$ cat config.mk
export PLATFORM = sky130hd
export DESIGN_NAME = alu_exec_stage_flat
export DESIGN_NICKNAME = d
export VERILOG_FILES = /design/src/rtl/alu_pkg.sv /design/src/rtl/alu_exec_stage_if.sv /design/src/rtl/alu_core.sv /design/src/rtl/alu_exec_stage.sv /design/src/flat_wrapper.sv
export SDC_FILE = /design/constraint.sdc
export NUM_CORES = 1
export LEC_CHECK = 0
export ABC_CLOCK_PERIOD_IN_PS = 4250
export BUFFER_PORTS_ARGS = -buffer_cell sky130_fd_sc_hd__clkbuf_2
export CORE_ASPECT_RATIO = 0.5
export CORE_MARGIN = 2
export CORE_UTILIZATION = 35
export CTS_CLUSTER_SIZE = 40
export DETAILED_ROUTE_END_ITERATION = 10
export GPL_TIMING_DRIVEN = 0
export PLACE_DENSITY_LB_ADDON = 0.15
export SLEW_MARGIN = 20
export SYNTH_ARGS = -nofsm -noshare
export SYNTH_HDL_FRONTEND = slang
export SYNTH_SLANG_ARGS = --single-unit
$ cat constraint.sdc
create_clock -name clk -period 4.25 [get_ports clk]
set_clock_uncertainty 0.05 [all_clocks]
set_input_delay 0.425 -clock clk [delete_from_list [all_inputs] [get_ports clk]]
set_output_delay 0.425 -clock clk [all_outputs]
set_load 0.01 [all_outputs]
$ cat src/rtl/alu_pkg.sv
// Shared ALU definitions: control codes (common with the alu_control producer)
// and default datapath widths for the execute stage.
package alu_pkg;

    localparam int unsigned ALU_DATA_W  = 32;
    localparam int unsigned ALU_TAG_W   = 5;
    localparam int unsigned ALU_CTRL_W  = 5;
    localparam int unsigned ALU_SHAMT_W = 5;

    localparam logic [ALU_CTRL_W-1:0] ALU_SLL  = 5'd0;
    localparam logic [ALU_CTRL_W-1:0] ALU_SRL  = 5'd1;
    localparam logic [ALU_CTRL_W-1:0] ALU_SRA  = 5'd2;
    localparam logic [ALU_CTRL_W-1:0] ALU_SLLV = 5'd3;
    localparam logic [ALU_CTRL_W-1:0] ALU_SRLV = 5'd4;
    localparam logic [ALU_CTRL_W-1:0] ALU_SRAV = 5'd5;
    localparam logic [ALU_CTRL_W-1:0] ALU_ADD  = 5'd6;
    localparam logic [ALU_CTRL_W-1:0] ALU_ADDU = 5'd7;
    localparam logic [ALU_CTRL_W-1:0] ALU_SUB  = 5'd8;
    localparam logic [ALU_CTRL_W-1:0] ALU_SUBU = 5'd9;
    localparam logic [ALU_CTRL_W-1:0] ALU_AND  = 5'd10;
    localparam logic [ALU_CTRL_W-1:0] ALU_OR   = 5'd11;
    localparam logic [ALU_CTRL_W-1:0] ALU_XOR  = 5'd12;
    localparam logic [ALU_CTRL_W-1:0] ALU_NOR  = 5'd13;
    localparam logic [ALU_CTRL_W-1:0] ALU_SLT  = 5'd14;
    localparam logic [ALU_CTRL_W-1:0] ALU_SLTU = 5'd15;
    localparam logic [ALU_CTRL_W-1:0] ALU_LUI  = 5'd16;

endpackage

$ cat src/rtl/alu_exec_stage_if.sv
// Execute-stage bus: upstream beat (in_*), downstream beat (out_*) and flush.
// slave  : the execute stage (consumes in_*, produces out_*)
// master : the environment driving the stage (decoder side + MEM side)
interface alu_exec_stage_if #(
    parameter int unsigned DATA_W = alu_pkg::ALU_DATA_W,
    parameter int unsigned TAG_W  = alu_pkg::ALU_TAG_W
);
    import alu_pkg::*;

    logic                   flush;
    logic                   in_valid;
    logic                   in_ready;
    logic [ALU_CTRL_W-1:0]  in_ctrl;
    logic [ALU_SHAMT_W-1:0] in_shamt;
    logic [DATA_W-1:0]      in_a;
    logic [DATA_W-1:0]      in_b;
    logic [TAG_W-1:0]       in_dest;
    logic                   in_wen;
    logic                   out_valid;
    logic                   out_ready;
    logic [DATA_W-1:0]      out_result;
    logic [TAG_W-1:0]       out_dest;
    logic                   out_wen;
    logic                   out_ovf;

    modport slave (
        input  flush, in_valid, in_ctrl, in_shamt, in_a, in_b, in_dest, in_wen, out_ready,
        output in_ready, out_valid, out_result, out_dest, out_wen, out_ovf
    );

    modport master (
        output flush, in_valid, in_ctrl, in_shamt, in_a, in_b, in_dest, in_wen, out_ready,
        input  in_ready, out_valid, out_result, out_dest, out_wen, out_ovf
    );

endinterface

$ cat src/rtl/alu_core.sv
// Purely combinational MIPS ALU: (ctrl, shamt, a, b) -> (result, ovf).
// Ports: ctrl/shamt from the decoder, a/b operands, result, ovf (signed
// overflow of add/sub). Undefined codes give result 0 and no overflow.
// Macro ALU_OVF_TRAP_EN: when undefined, ovf is tied 0 so add/sub act as addu/subu.
module alu_core #(
    parameter int unsigned DATA_W = alu_pkg::ALU_DATA_W
) (
    input  logic [alu_pkg::ALU_CTRL_W-1:0]  ctrl,
    input  logic [alu_pkg::ALU_SHAMT_W-1:0] shamt,
    input  logic [DATA_W-1:0]               a,
    input  logic [DATA_W-1:0]               b,
    output logic [DATA_W-1:0]               result,
    output logic                            ovf
);
    import alu_pkg::*;

    logic [DATA_W-1:0] sum;
    logic [DATA_W-1:0] diff;

    assign sum  = a + b;
    assign diff = a - b;

`ifdef ALU_OVF_TRAP_EN
    // Signed wrap: like-signed add or unlike-signed sub whose sign flips.
    logic add_ovf;
    logic sub_ovf;
    assign add_ovf = (a[DATA_W-1] == b[DATA_W-1]) && (sum[DATA_W-1]  != a[DATA_W-1]);
    assign sub_ovf = (a[DATA_W-1] != b[DATA_W-1]) && (diff[DATA_W-1] != a[DATA_W-1]);
`endif

    // Operation select.
    always_comb begin
        result = '0;
        ovf    = 1'b0;
        case (ctrl)
            ALU_SLL:  result = b << shamt;
            ALU_SRL:  result = b >> shamt;
            ALU_SRA:  result = DATA_W'($signed(b) >>> shamt);
            ALU_SLLV: result = b << a[4:0];
            ALU_SRLV: result = b >> a[4:0];
            ALU_SRAV: result = DATA_W'($signed(b) >>> a[4:0]);
            ALU_ADD: begin
                result = sum;
`ifdef ALU_OVF_TRAP_EN
                ovf    = add_ovf;
`endif
            end
            ALU_ADDU: result = sum;
            ALU_SUB: begin
                result = diff;
`ifdef ALU_OVF_TRAP_EN
                ovf    = sub_ovf;
`endif
            end
            ALU_SUBU: result = diff;
            ALU_AND:  result = a & b;
            ALU_OR:   result = a | b;
            ALU_XOR:  result = a ^ b;
            ALU_NOR:  result = ~(a | b);
            ALU_SLT:  result = DATA_W'($signed(a) < $signed(b));
            ALU_SLTU: result = DATA_W'(a < b);
            ALU_LUI:  result = {b[15:0], 16'h0000};
            default:  result = '0;
        endcase
    end

endmodule

$ cat src/rtl/alu_exec_stage.sv
// MIPS execute stage: 2-stage valid/ready pipeline (S1 operand latch, S2
// result register) around alu_core, with back-pressure and synchronous flush.
// Ports: clk, rst (synchronous, active high), bus (alu_exec_stage_if.slave:
// flush, in_* upstream beat with in_ready, out_* downstream beat with out_ready).
// Macro ALU_OVF_TRAP_EN: when defined, a signed overflow on add/sub raises
// out_ovf and suppresses out_wen; when undefined out_ovf is always 0.
module alu_exec_stage #(
    parameter int unsigned DATA_W = alu_pkg::ALU_DATA_W,
    parameter int unsigned TAG_W  = alu_pkg::ALU_TAG_W
) (
    input  logic             clk,
    input  logic             rst,
    alu_exec_stage_if.slave  bus
);
    import alu_pkg::*;

    logic                   s1_valid;
    logic [ALU_CTRL_W-1:0]  s1_ctrl;
    logic [ALU_SHAMT_W-1:0] s1_shamt;
    logic [DATA_W-1:0]      s1_a;
    logic [DATA_W-1:0]      s1_b;
    logic [TAG_W-1:0]       s1_dest;
    logic                   s1_wen;

    logic                   s2_adv;
    logic [DATA_W-1:0]      alu_result;
    logic                   alu_ovf;

    // S2 can take a new beat when empty or being drained this cycle.
    assign s2_adv      = !bus.out_valid || bus.out_ready;
    assign bus.in_ready = !s1_valid || s2_adv;

    alu_core #(.DATA_W(DATA_W)) u_core (
        .ctrl   (s1_ctrl),
        .shamt  (s1_shamt),
        .a      (s1_a),
        .b      (s1_b),
        .result (alu_result),
        .ovf    (alu_ovf)
    );

    // Pipeline registers; flush kills valids only, data may stay stale.
    always_ff @(posedge clk) begin
        if (rst) begin
            s1_valid       <= 1'b0;
            s1_ctrl        <= '0;
            s1_shamt       <= '0;
            s1_a           <= '0;
            s1_b           <= '0;
            s1_dest        <= '0;
            s1_wen         <= 1'b0;
            bus.out_valid  <= 1'b0;
            bus.out_result <= '0;
            bus.out_dest   <= '0;
            bus.out_wen    <= 1'b0;
            bus.out_ovf    <= 1'b0;
        end else if (bus.flush) begin
            s1_valid      <= 1'b0;
            bus.out_valid <= 1'b0;
        end else begin
            if (s2_adv) begin
                bus.out_valid <= s1_valid;
                if (s1_valid) begin
                    bus.out_result <= alu_result;
                    bus.out_dest   <= s1_dest;
                    // alu_ovf is only ever set when trapping is enabled.
                    bus.out_wen    <= s1_wen & ~alu_ovf;
                    bus.out_ovf    <= alu_ovf;
                end
            end
            if (bus.in_ready) begin
                s1_valid <= bus.in_valid;
                if (bus.in_valid) begin
                    s1_ctrl  <= bus.in_ctrl;
                    s1_shamt <= bus.in_shamt;
                    s1_a     <= bus.in_a;
                    s1_b     <= bus.in_b;
                    s1_dest  <= bus.in_dest;
                    s1_wen   <= bus.in_wen;
                end
            end
        end
    end

endmodule

$ cat src/flat_wrapper.sv
// flat-port wrapper written by rule: the top's interface ports become plain ports
module alu_exec_stage_flat import alu_pkg::*;
#(
    parameter int unsigned DATA_W = alu_pkg::ALU_DATA_W,
    parameter int unsigned TAG_W  = alu_pkg::ALU_TAG_W
)
  (clk, rst, bus_flush, bus_in_valid, bus_in_ctrl, bus_in_shamt, bus_in_a, bus_in_b, bus_in_dest, bus_in_wen, bus_out_ready, bus_in_ready, bus_out_valid, bus_out_result, bus_out_dest, bus_out_wen, bus_out_ovf);
  alu_exec_stage_if #(.DATA_W(DATA_W), .TAG_W(TAG_W)) bus_i ();
  input  logic clk;
  input  logic rst;
  input wire logic [$bits(bus_i.flush)-1:0] bus_flush;
  input wire logic [$bits(bus_i.in_valid)-1:0] bus_in_valid;
  input wire logic [$bits(bus_i.in_ctrl)-1:0] bus_in_ctrl;
  input wire logic [$bits(bus_i.in_shamt)-1:0] bus_in_shamt;
  input wire logic [$bits(bus_i.in_a)-1:0] bus_in_a;
  input wire logic [$bits(bus_i.in_b)-1:0] bus_in_b;
  input wire logic [$bits(bus_i.in_dest)-1:0] bus_in_dest;
  input wire logic [$bits(bus_i.in_wen)-1:0] bus_in_wen;
  input wire logic [$bits(bus_i.out_ready)-1:0] bus_out_ready;
  output wire logic [$bits(bus_i.in_ready)-1:0] bus_in_ready;
  output wire logic [$bits(bus_i.out_valid)-1:0] bus_out_valid;
  output wire logic [$bits(bus_i.out_result)-1:0] bus_out_result;
  output wire logic [$bits(bus_i.out_dest)-1:0] bus_out_dest;
  output wire logic [$bits(bus_i.out_wen)-1:0] bus_out_wen;
  output wire logic [$bits(bus_i.out_ovf)-1:0] bus_out_ovf;
  assign bus_i.flush = bus_flush;
  assign bus_i.in_valid = bus_in_valid;
  assign bus_i.in_ctrl = bus_in_ctrl;
  assign bus_i.in_shamt = bus_in_shamt;
  assign bus_i.in_a = bus_in_a;
  assign bus_i.in_b = bus_in_b;
  assign bus_i.in_dest = bus_in_dest;
  assign bus_i.in_wen = bus_in_wen;
  assign bus_i.out_ready = bus_out_ready;
  assign bus_in_ready = bus_i.in_ready;
  assign bus_out_valid = bus_i.out_valid;
  assign bus_out_result = bus_i.out_result;
  assign bus_out_dest = bus_i.out_dest;
  assign bus_out_wen = bus_i.out_wen;
  assign bus_out_ovf = bus_i.out_ovf;
  alu_exec_stage #(.DATA_W(DATA_W), .TAG_W(TAG_W)) u_core (.clk(clk), .rst(rst), .bus(bus_i));
endmodule
# ---- After elaboration in Yosys (flattened, before gate mapping)
# Cells that the tools add are included.
dict set report word_totals {
  regBits 120
  input_bits 85
  word_cells 53
}
dict set report classes {
  add_sub_neg 2
  magnitude_cmp 2
  eq_ne 16
  shifts 6
  muxes 1
  n_bitwise 5
  reduce_logical 10
}
# op count
set op_table {}
lappend op_table {{one-hot mux 32 bit (15 select lines)} 1}
lappend op_table {{less-than comparator 32 bit} 2}
lappend op_table {{left shift 32 x 5 -> 32 bit} 2}
lappend op_table {{>> shifter 32 x 5 -> 32 bit} 2}
lappend op_table {{>>> shifter 32 x 5 -> 32 bit} 2}
lappend op_table {{equality test 5 x 4 -> 1 bit, second input constant} 8}
lappend op_table {{adder 32 bit} 1}
lappend op_table {{AND 32 bit} 1}
lappend op_table {{inverter 32 bit} 1}
lappend op_table {{OR 32 bit} 1}
lappend op_table {{subtractor 32 bit} 1}
lappend op_table {{bitwise XOR 32 bit} 1}
lappend op_table {{equality test 5 x 3 -> 1 bit, second input constant} 4}
lappend op_table {{equality test 5 x 2 -> 1 bit, second input constant} 2}
lappend op_table {{AND reduction 3 bit} 2}
lappend op_table {{OR reduction 2 bit} 3}
lappend op_table {{equality test 5 x 1 -> 1 bit, second input constant} 1}
lappend op_table {{equality test 5 bit, second input constant} 1}
lappend op_table {{zero test 5 bit} 1}
lappend op_table {{zero test 1 bit} 2}
lappend op_table {{logical OR 1 bit} 2}
lappend op_table {{inverter 1 bit} 1}

# ---- Longest topological paths before layout
dict set report depth {
  depth_word 4
  mapped_depth 15
  ltp_nobuf 13
}

# ---- Cells and area by module
# Synthesis repeated with hierarchy kept, for this count alone.
dict set report hier_totals {
  hier_cells 2276
  area_unflattened_um2 16724.8
}
# mod n_inst cells_per_inst area_per_inst_um2 seq_area_each_um2
set modules_own_cells {}
lappend modules_own_cells {alu_core 1 1740 11572.3 0.0}
lappend modules_own_cells {alu_exec_stage 1 536 5152.4 2422.3}

# ---- Worst setup path before layout
# OpenSTA, ideal clock, no wires.
dict set report synth_timing {
  path_type {register -> register}
  start {register u_core.s1_a[2]}
  end {register u_core.bus.out_result[28]}
  setup_ns 0.136
  arrival_ns 3.296
  slack_ns 0.768
  stages_incl_launch_ff 15
  synth_period_minus_slack_ns 3.482
  path_cell_list {dfxtp_1 clkbuf_1 inv_1 ha_1 buf_2 nor2_1 a221o_1 a21bo_2 o41ai_4 o221ai_1 a221oi_2 or3_1 o221ai_1 nor4bb_1 nor4_1}
}
dict set report synth_between {
  elab_chain_len 2
  elab_cells_between_ends 6
}
# element line_no
set synth_rtl {}
lappend synth_rtl {{start: declaration} alu_exec_stage.sv:20} ;# logic [DATA_W-1:0] s1_a;
lappend synth_rtl {{start signal: assignment} alu_exec_stage.sv:76} ;# s1_a <= bus.in_a;
lappend synth_rtl {{subtractor 32 bit (tied with other cells)} alu_core.sv:21} ;# assign diff = a - b;
lappend synth_rtl {{one-hot mux 32 bit (15 select lines) (*)} alu_core.sv:35} ;# case (ctrl)
lappend synth_rtl {{end signal: assignment} alu_exec_stage.sv:64} ;# bus.out_result <= alu_result;
lappend synth_rtl {{end: declaration} alu_exec_stage_if.sv:28} ;# output in_ready, out_valid, out_result, out_dest, out_wen, out_ovf
# Every way passes the cells marked *; elsewhere a longest branch is shown, timed or not.
# A chain may end at the register's enable or synchronous reset.

# ---- Worst setup path after layout
dict set report layout_timing {
  start {register u_core.s1_b[20]}
  end {register u_core.bus.out_result[25]}
}
dict set report layout_between {
  elab_chain_len 2
  elab_cells_between_ends 9
}
# element line_no
set layout_rtl {}
lappend layout_rtl {{start: declaration} alu_exec_stage.sv:21} ;# logic [DATA_W-1:0] s1_b;
lappend layout_rtl {{start signal: assignment} alu_exec_stage.sv:77} ;# s1_b <= bus.in_b;
lappend layout_rtl {{subtractor 32 bit (tied with other cells)} alu_core.sv:21}
lappend layout_rtl {{one-hot mux 32 bit (15 select lines) (*)} alu_core.sv:35}
# Marked as above.

==> results.md <==
- Number of global-route vias before repair: 18,141
- DP HPWL: 85,700 µm
- Critical-path cell list: buf_6 > clkinvlp_4 > ha_4 > or3_1 > clkbuf_1 > nor2_2 > and3_2 > nand2_1 > a31oi_4 > o211ai_1 > and2_1 > a221o_1 > o21ai_1 > a311oi_1
- Synthesis-to-layout area growth: 16.5%
- Final hold slack: 0.0981 ns
- Most common cell in the netlist: nand2_1
- H-tree levels: 4
- Routed Wire Length: 106,000 µm
- Row count: 54
- Fill cells: 4,718
- Overflow after GRT: 0
- Buf+Inv Stages, Crit Path: 3
- CTS Sinks: 120
- PwrDens: 260 mW/mm²
- EDFF count, synth: 0
- Post-synthesis instance total: 2,250
- DRT iter0 DRCs: 3,325
- Routed vias/inst: 6.64
- Critical Path End Type: flip-flop
- Leading area contributor after synthesis: dfxtp_1
- Core area: 0.0438 mm²
- Crit path max-delay cell type: dfxtp_2
- WP data required: 4.52 ns
- Fin util: 41.6%
- Max_cap viols: 0
- Initial antenna violation count: 10
- Switching power total: 2.16 mW
- Post-synth top cells: 378 x nand2_1, 278 x a21oi_1, 175 x mux2i_1
- Root Driver: clkbuf_16
- Clk_lat worst skew: 0.48 ns
- Crit start category: flip-flop
- Die Ht: 154 µm
- Via count: 20,075
- Io pins: 126
- DRC errors left: 0
- Final number of hold-violating endpoints: 0
- Failing checks: setup timing
- Placer Congestion: 1.10
- Clock transition at the registers of the reported paths: 0.09 ns
- Syn. warnings: 0
- Largest net degree at the start of global routing: 17
- P_int: 2.58 mW
- Sequential share of the synthesized area: 15.3%
- Top cell type's share of synthesized area: 15.3%
- Delay-heaviest family, CP: compound AO/OA/AOI/OAI gates
- Status: finished, violations left
- Clock power frac: 33.5%
- Async set-reset flop share out of synthesis: 0%
- Relative slew slack: 14.7%
- First-pass GRT wire length: 144,000 µm
- Syn Nets: 2,441
- Port Buffer Count: 124
- Die ar.: 0.0466 mm²
- Final count of pins violating max slew: 0
- IR drop worst, VDD: 0.000298 V
- CTS tree: built
- Critical Path AT: 4.64 ns
- Comb power frac: 40.1%
- Sw Share: 45.5%
- All-Layer GR Usage: 44.4%
- WL/cell: 34.9 µm
- Die width: 303 µm
- RSZ-0062 raised after global routing: yes
- Least-Margin Pin Slew: 1.28 ns
- CP Max Fanout: 10
- Synth unique cells: 101
- Synth area leaders: dfxtp_1 15%, mux2i_1 11%, nand2_1 9.1%, a21oi_1 8.9%, ha_1 8.3%
- Clk buf depth: 2
- Part of the power in registers: 26.5%
- Synth Register Bits: 120
- Hold_buf cts: 0
- Critical path type: flip-flop to flip-flop
- Upper clock frequency limit: 229 MHz
- Slowest Stage Delay on Critical Path: 0.50 ns
- Fin crit share: 103%
- Setup ws final: -0.118 ns
- Layout cells sized above 1: 16.5%
- Main synth FF type: dfxtp_1
- Pleak: 7.56 nW
- Worst min-delay path class: primary input to flip-flop
- Min Tclk post-route: 4.37 ns
- DRT Pass-1 Iters: 6
- CTS Buf Count: 17
- Mapped Area: 0.0157 mm²
- Average size of a mapped cell: 6.97 µm²
- Layout Nets: 2,610
- Starting density of the core: 35.7%
- Finish-stage setup viols: 10
- Post-route antenna net violation count: 0
[cell usage in the layout (no fill, tap or decap), types with 26 or more instances in the layout]
cell,n
o22ai_1,26
nand2_1,378
clkbuf_1,98
buf_4,38
o21ai_0,112
ha_1,101
buf_2,39
nor2_1,149
dfxtp_1,100
inv_1,89
a221oi_1,27
a311oi_1,29
mux2i_1,174
nand3_1,45
clkbuf_2,149
a211oi_1,49
a21oi_1,275
[stage by stage]
| stage | total power [mW] | instances | instance area (µm²) | worst slack, ns | TNS, ns |
|---|---|---|---|---|---|
| detailed placement | 2.95 | 2966 | 17100 | -1.52 | -20.48 |
| finish | 4.74 | 3024 | 18300 | -0.118 | -0.625 |
| global route | 4.83 | 3020 | 18200 | -0.0593 | -0.0781 |
| global placement | 2.96 | 2962 | 17000 | -1.96 | -29.09 |
| floorplan | 2.24 | 2250 | 15700 | 0.768 | 0 |
| CTS | 4.57 | 3010 | 18000 | 0.000131 | 0 |
[worst min-delay path, stage by stage]
cell and delay, ns:
clkbuf_2 0.08, nand2_1 0.05, a21oi_1 0.05
[final cells by class]
type                    instances  area, µm²  area share [%]
multi-input cells            1835      12300            67.3
plain buffers                 195        990            5.42
repair buffers                153        836            4.58
clock inverters                15        154           0.843
well taps                     588        736            4.03
diodes                          4       10.0          0.0548
flip-flops and latches        120       2440            13.4
clock buffers                  17        425            2.33
inverters                      97        387            2.12
[metal layers]
metal  vias up  global-route usage, %  part of all wire (%)
li1       8601                      -                     -
met1      9821                   64.2                    45
met2      1435                   55.8                    36
met3       210                   20.3                    15
met4         8                   15.6                   3.9
met5         -                      0                 0.077
[logic make-up after synthesis]
group,count (synthesis),synth area share [%]
other cells,1,0.0239
simple gates,742,21.2
compound gates,776,32.7
flops,120,15.3
fa+ha+maj,106,8.56
mux,202,14.0
buf+inv,295,7.87
xor+xnor,8,0.447
[power by group through the flow]
stage | registers, mW | clock network [mW] | logic, mW
6_report | 1.25 | 1.59 | 1.90
3_5_place_dp | 1.27 | 0 | 1.68
2_1_floorplan | 1.23 | 0 | 1.02
5_1_grt | 1.25 | 1.62 | 1.95
3_3_place_gp | 1.27 | 0 | 1.68
4_1_cts | 1.25 | 1.58 | 1.74
[path summary, 6_finish.rpt]
| kind | depth (start not counted) | start | end | slack (ns) |
|---|---|---|---|---|
| worst max-delay path | 14 | u_core.s1_b[20] | u_core.bus.out_result[25] | -0.12 |
| worst min-delay path | 3 | bus_in_b[11] | u_core.s1_b[11] | 0.1 |
| worst max register to register | 14 | u_core.s1_b[20] | u_core.bus.out_result[25] | -0.12 |
| worst min register to register | 2 | u_core.s1_dest[3] | u_core.s1_dest[3] | 0.41 |
[registers in the layout (all words and copies together), names as in the netlist, 5 cells and up]
| signal | flops |
|---|---|
| u_core.s1_b | 32 |
| u_core.bus.out_dest | 5 |
| u_core.s1_dest | 5 |
| u_core.s1_ctrl | 5 |
| u_core.bus.out_result | 32 |
| u_core.s1_shamt | 5 |
| u_core.s1_a | 32 |
[repair_timing]
action,CTS,global route
cloned,0,0
pin swaps,4,6
gates resized for setup,82,74
setup buffers,13,12
setup endpoints to repair,31,31
(Power assumes the default switching activity.)
